### config.mk
export PLATFORM = sky130hd
export DESIGN_NAME = uart_cmd_ctrl
export DESIGN_NICKNAME = d
export VERILOG_FILES = /design/src/rtl/uart_cmd_ctrl.sv
export SDC_FILE = /design/constraint.sdc
export NUM_CORES = 1
export LEC_CHECK = 0
export BUFFER_PORTS_ARGS = -buffer_cell sky130_fd_sc_hd__buf_4
export CAP_MARGIN = 20
export CORE_UTILIZATION = 60
export CTS_BUF_LIST = sky130_fd_sc_hd__clkbuf_4 sky130_fd_sc_hd__clkbuf_8
export CTS_CLUSTER_DIAMETER = 60
export DETAILED_ROUTE_END_ITERATION = 12
export GPL_TIMING_DRIVEN = 0
export MAX_ROUTING_LAYER = met4
export PLACE_DENSITY = 0.88
export REMOVE_ABC_BUFFERS = 1
export SLEW_MARGIN = 25
export SYNTH_ARGS = -nofsm -noshare
export SYNTH_HDL_FRONTEND = slang
export SYNTH_SLANG_ARGS = --single-unit
### constraint.sdc
create_clock -name clk -period 5.85 [get_ports clk]
set_input_delay 0.2925 -clock clk [delete_from_list [all_inputs] [get_ports clk]]
set_output_delay 0.2925 -clock clk [all_outputs]
set_load 0.02 [all_outputs]
### src/rtl/uart_cmd_ctrl.sv
// rtl/uart_cmd_ctrl.sv - UART command decoder driving SD reader restart, status reply and file-byte streaming
// Bytes to UART TX come from a 5-byte status message or a file-byte FIFO whose head is offered in place.
module uart_cmd_ctrl #(
   parameter int RST_CYCLES = 16,
   parameter int FIFO_ASIZE = 4
) (
   input  logic       clk,
   input  logic       rst_n,
   input  logic       rx_valid,
   input  logic [7:0] rx_data,
   output logic       sd_rst_n,
   input  logic [1:0] sd_type,
   input  logic [1:0] fs_type,
   input  logic       file_found,
   input  logic       file_req,
   input  logic [7:0] file_byte,
   output logic       tx_req,
   input  logic       tx_gnt,
   output logic [7:0] tx_data,
   output logic       overflow,
   output logic       busy
);

   localparam int DEPTH = 1 << FIFO_ASIZE;

   typedef enum logic [1:0] {
      IDLE    = 2'd0,
      RESTART = 2'd1,
      STATUS  = 2'd2
   } state_t;

   state_t                state_q;
   logic [7:0]            cnt_q;
   logic                  sd_rst_n_q;
   logic                  tx_req_q;
   logic [7:0]            tx_data_q;
   logic                  tx_src_msg_q;
   logic                  overflow_q;
   logic [2:0]            msg_idx_q;
   logic [1:0]            cap_sd_q;
   logic [1:0]            cap_fs_q;
   logic                  cap_ff_q;
   logic [FIFO_ASIZE:0]   wr_ptr_q, wr_ptr_d;
   logic [FIFO_ASIZE:0]   rd_ptr_q, rd_ptr_d;
   logic [FIFO_ASIZE:0]   rd_ptr_inc;
   logic [7:0]            mem_q [DEPTH];

   logic       cmd_restart, cmd_status;
   logic       fifo_empty, fifo_full;
   logic       tx_free, pop, fifo_has;
   logic       msg_turn, fifo_turn;
   logic       load_msg, load_fifo;
   logic       wr_accept, wr_en, wr_drop;
   logic [7:0] head_byte, msg_byte;

   assign cmd_restart = rx_valid && (rx_data == 8'h72);
   assign cmd_status  = rx_valid && (rx_data == 8'h73) && (state_q == IDLE);

   assign rd_ptr_inc = rd_ptr_q + 1'b1;
   assign fifo_empty = (wr_ptr_q == rd_ptr_q);
   assign fifo_full  = (wr_ptr_q[FIFO_ASIZE] != rd_ptr_q[FIFO_ASIZE]) &&
                       (wr_ptr_q[FIFO_ASIZE-1:0] == rd_ptr_q[FIFO_ASIZE-1:0]);

   // The offered FIFO byte stays at the head and is popped only on its grant.
   assign tx_free  = !tx_req_q || tx_gnt;
   assign pop      = tx_req_q && tx_gnt && !tx_src_msg_q;
   assign fifo_has = pop ? (rd_ptr_inc != wr_ptr_q) : !fifo_empty;
   assign head_byte = pop ? mem_q[rd_ptr_inc[FIFO_ASIZE-1:0]] : mem_q[rd_ptr_q[FIFO_ASIZE-1:0]];

   assign msg_turn  = (state_q == STATUS) && (msg_idx_q < 3'd5);
   assign fifo_turn = (state_q == IDLE) || ((state_q == STATUS) && (msg_idx_q == 3'd5));
   assign load_msg  = tx_free && msg_turn && !cmd_restart;
   assign load_fifo = tx_free && fifo_turn && fifo_has && !cmd_restart;

   assign wr_accept = file_req && !cmd_restart && (state_q != RESTART);
   assign wr_en     = wr_accept && (!fifo_full || pop);
   assign wr_drop   = wr_accept && fifo_full && !pop;

   always_comb begin
      msg_byte = 8'h0A;
      case (msg_idx_q)
         3'd0:    msg_byte = 8'h53;
         3'd1:    msg_byte = 8'h30 + {6'd0, cap_sd_q};
         3'd2:    msg_byte = 8'h30 + {6'd0, cap_fs_q};
         3'd3:    msg_byte = 8'h30 + {7'd0, cap_ff_q};
         default: msg_byte = 8'h0A;
      endcase
   end

   always_comb begin
      wr_ptr_d = wr_ptr_q;
      rd_ptr_d = rd_ptr_q;
      if (cmd_restart) begin
         wr_ptr_d = '0;
         rd_ptr_d = '0;
      end else begin
         if (wr_en) wr_ptr_d = wr_ptr_q + 1'b1;
         if (pop)   rd_ptr_d = rd_ptr_inc;
      end
   end

   always_ff @(posedge clk) begin
      if (wr_en) mem_q[wr_ptr_q[FIFO_ASIZE-1:0]] <= file_byte;
   end

   always_ff @(posedge clk or negedge rst_n) begin
      if (!rst_n) begin
         state_q      <= RESTART;
         cnt_q        <= 8'd0;
         sd_rst_n_q   <= 1'b0;
         tx_req_q     <= 1'b0;
         tx_data_q    <= 8'h00;
         tx_src_msg_q <= 1'b0;
         overflow_q   <= 1'b0;
         msg_idx_q    <= 3'd0;
         cap_sd_q     <= 2'd0;
         cap_fs_q     <= 2'd0;
         cap_ff_q     <= 1'b0;
         wr_ptr_q     <= '0;
         rd_ptr_q     <= '0;
      end else begin
         wr_ptr_q <= wr_ptr_d;
         rd_ptr_q <= rd_ptr_d;
         if (cmd_restart) begin
            state_q      <= RESTART;
            cnt_q        <= 8'd0;
            sd_rst_n_q   <= 1'b0;
            tx_req_q     <= 1'b0;
            tx_data_q    <= 8'h00;
            tx_src_msg_q <= 1'b0;
            overflow_q   <= 1'b0;
            msg_idx_q    <= 3'd0;
         end else begin
            if (wr_drop) overflow_q <= 1'b1;
            case (state_q)
               RESTART: begin
                  if (cnt_q == 8'(RST_CYCLES - 1)) begin
                     state_q    <= IDLE;
                     sd_rst_n_q <= 1'b1;
                  end else begin
                     cnt_q <= cnt_q + 8'd1;
                  end
               end
               IDLE: begin
                  if (cmd_status) begin
                     state_q   <= STATUS;
                     msg_idx_q <= 3'd0;
                     cap_sd_q  <= sd_type;
                     cap_fs_q  <= fs_type;
                     cap_ff_q  <= file_found;
                  end
               end
               STATUS: begin
                  if (tx_free && (msg_idx_q == 3'd5)) state_q <= IDLE;
               end
               default: state_q <= RESTART;
            endcase
            if (load_msg) begin
               tx_req_q     <= 1'b1;
               tx_data_q    <= msg_byte;
               tx_src_msg_q <= 1'b1;
               msg_idx_q    <= msg_idx_q + 3'd1;
            end else if (load_fifo) begin
               tx_req_q     <= 1'b1;
               tx_data_q    <= head_byte;
               tx_src_msg_q <= 1'b0;
            end else if (tx_free) begin
               tx_req_q <= 1'b0;
            end
         end
      end
   end

   assign sd_rst_n = sd_rst_n_q;
   assign tx_req   = tx_req_q;
   assign tx_data  = tx_data_q;
   assign overflow = overflow_q;
   assign busy     = (state_q != IDLE);

endmodule

==> impl_results.md <==
- Root buf cell: clkbuf_8
- Initial antenna violation count: 0
- Grt ovf: 0
- RePlAce Congestion: 0.853
- DRC errors left: 0
- Pwr dens: 520 mW/mm2
- Syn_area_per_cell: 15.4 um2
- RSZ-0062 raised after global routing: no
- CP Class: reg -> reg
- Mean routed wirelength per cell: 25.1 um
- Wirelength, routed: 19200 um
- Fin crit share: 57.2%
- Peak supply drop: 0.350 mV
- Pins Over Slew Limit: 0
- Post-route minimum period: 3350 ps
- Vias in the first global route: 5377
- Insertion delay of the later-clocked pin in the worst-skew pair: 490 ps
- Psw: 1.83 mW
- Endpoint class of the critical path: flop
- Synthesized area: 0.00832 mm2
- Post-synthesis async set-or-reset flop share: 23.8%
- Cell count after synthesis: 539
- Slew @ Worst Pin: 1070 ps
- H-Tree Depth: 4
- Clock transition at the registers of the reported paths: 90 ps
- Worst-path cell chain: xor2_1 -> nor4_2 -> a311oi_4 -> nand3b_1 -> nor2_1
- Final core occ: 69.4%
- Starting Density: 62.1%
- Reg power frac: 35.8%
- Vias: 5266
- WP buf/inv: 0
- Combinational share of power: 46.1%
- WP data required: 5950 ps
- Setup WS pre-CTS: 2620 ps
- Achievable Freq: 0.299 GHz
- Clock share of power: 18.1%
- Sequential fraction of the synthesis area: 58.2%
- Non-Filler Instances: 764
- CTS tree: done
- Pint: 3.01 mW
- # diodes: 0
- Synth Flop Type: edfxtp_1
- Outcome: complete, no violations
- Yosys warning count: 0
- Largest buffer count on any clock path: 2
- FP Rows: 42
- Leakage: 3.25 nW
- Most frequent cells in the layout: 128 x edfxtp_1, 63 x mux4_2, 41 x buf_4
- Critical path arrival: 3440 ps
- Slowest CP cell: nor2_1
- DRT antenna net count: 0
- All-Layer GR Usage: 29.7%
- First-pass GRT wire length: 29600 um
- Setup TNS: 0 ps
- Die width: 120 um
- Setup crit start kind: flop
- Top cell type's share of synthesized area: 46.2%
- Post-synth EDFFs: 128
- DR pass1 iterations: 5
- Die height: 120 um
- Via/cell ratio: 6.89
- Starting DRT DRC Count: 624
- Hold Fails Final Rpt: 0
- Die ar.: 0.0143 mm2
- Max FO, Critical Path: 22
- Clock skew: 17.2 ps
- Worst slew margin: 28.4%
- HPWL Detailed: 12600 um
- Crit-path max cell delay: 880 ps
- Netlist cell types: 55
- Final net count: 612
- Most common cell after layout, fill and taps aside: edfxtp_1
- Cell taking the most area after synthesis: edfxtp_1
- CTS sink count: 168
- HP Class: in -> reg
- Port Buf Inserts: 37
- I/O pins: 38
- Max Cap Viol: 0
- Area Overhead vs Synth: 11.7%
- Crit path max-delay family: simple AND/OR/NAND/NOR gates
- Post CTS Setup Buffer Count: 0
- FF+latch count, synth: 168
- Final setup fails: 0
- Main area contributors after synthesis: edfxtp_1 46%, mux4_2 17%, dfrtp_1 12%, mux2i_1 2.4%, nor2_1 2.0%
- Core Region: 0.0134 mm2
- Largest net degree at the start of global routing: 48
- Sw frac: 37.9%
- Placed cell count: 730
- Cts bufs inserted: 17
- Share of cells above drive strength 1: 30.1%
- Final WS setup: 2500 ps
synth_stat cells, types with 2 or more instances:
cell	count
a211oi_1	8
a21o_1	2
a21oi_1	14
a221oi_1	2
a31oi_1	7
and2_1	4
and3_1	3
and4_1	2
buf_2	15
buf_4	5
clkbuf_1	11
dfrtp_1	39
edfxtp_1	128
ha_1	11
inv_1	12
mux2_2	13
mux2i_1	20
mux4_2	63
nand2_1	20
nand2b_1	8
nand3_1	12
nand3b_1	2
nand4_1	4
nor2_1	44
nor2b_1	6
nor3_1	16
nor4_1	4
o211ai_1	3
o21ai_0	12
o22ai_1	3
o32ai_1	2
or4_1	2
xnor2_1	8
xor2_1	12
xor2_4	2
power groups by stage:
stage               combinational (mW)  clock [mW]  sequential (mW)
CTS                               2.18       0.887             1.72
finish                            2.23       0.874             1.73
global placement                  1.99           0             1.83
detailed placement                2.17           0             1.75
global route                      2.37       0.922             1.75
floorplan                         1.52           0             1.77
cell families after synthesis:
kind of cell | synth area share [%]
xor gates and xnor gates | 3.10
muxes | 21.2
buffers and inverters | 2.39
AOI/OAI and AO/OA | 5.34
adders and majority gates | 1.65
DFF | 58.2
and+or+nand+nor | 8.10
flip-flops by register name, summed over array words and instances (netlist names):
name,flops
sd_rst_n,1
tx_data,8
cap_fs_q,2
cap_sd_q,2
overflow,1
mem_q,128
cnt_q,8
cap_ff_q,1
tx_req,1
state_q,2
msg_idx_q,3
wr_ptr_q,5
rd_ptr_q,5
tx_src_msg_q,1
layer usage:
layer	GRT usage [%]	wire, um	part of all wire (%)
met1	37.7	7200	38
met5	-	0	0
met4	15.9	677	3.5
met3	6.13	1770	9.2
met2	45.4	9540	50
final cells by class:
| type | instances | area (um2) |
|---|---|---|
| fillers | 810 | 4100 |
| inverters | 12 | 45.0 |
| multi-input cells | 328 | 3330 |
| well taps | 176 | 220 |
| clock buffers | 17 | 234 |
| repair buffers | 48 | 427 |
| clock inverters | 15 | 189 |
| flip-flops and latches | 168 | 4850 |
through the flow:
stage                     hold WS (ps)  power [mW]  cell area [um2]
final                             47.3        4.84             9300
after global routing              45.9        5.05             9300
after CTS                         16.7        4.79             9270
after detailed placement           303        3.92             8830
after global placement             289        3.81             8670
after floorplan                  -3.09        3.29             8170
path summary, 6_finish.rpt:
kind / from / end / slack (ps) / cells past startpoint
worst max-delay path: rd_ptr_q[2] / mem_q[11][7] / 2500 / 5
worst min-delay path: sd_type[1] / cap_sd_q[1] / 50 / 2
worst max register to register: rd_ptr_q[2] / mem_q[11][7] / 2500 / 5
worst min register to register: tx_src_msg_q / tx_src_msg_q / 500 / 1
max in group asynchronous: rst_n / rd_ptr_q[0] / 5100 / 2
min in group asynchronous: rst_n / cnt_q[7] / 330 / 2
timing repair:
action,CTS,global route
hold buffers,1,0
endpoints found under the hold margin,39,0
gates resized for setup,0,0
(Power assumes the default switching activity.)
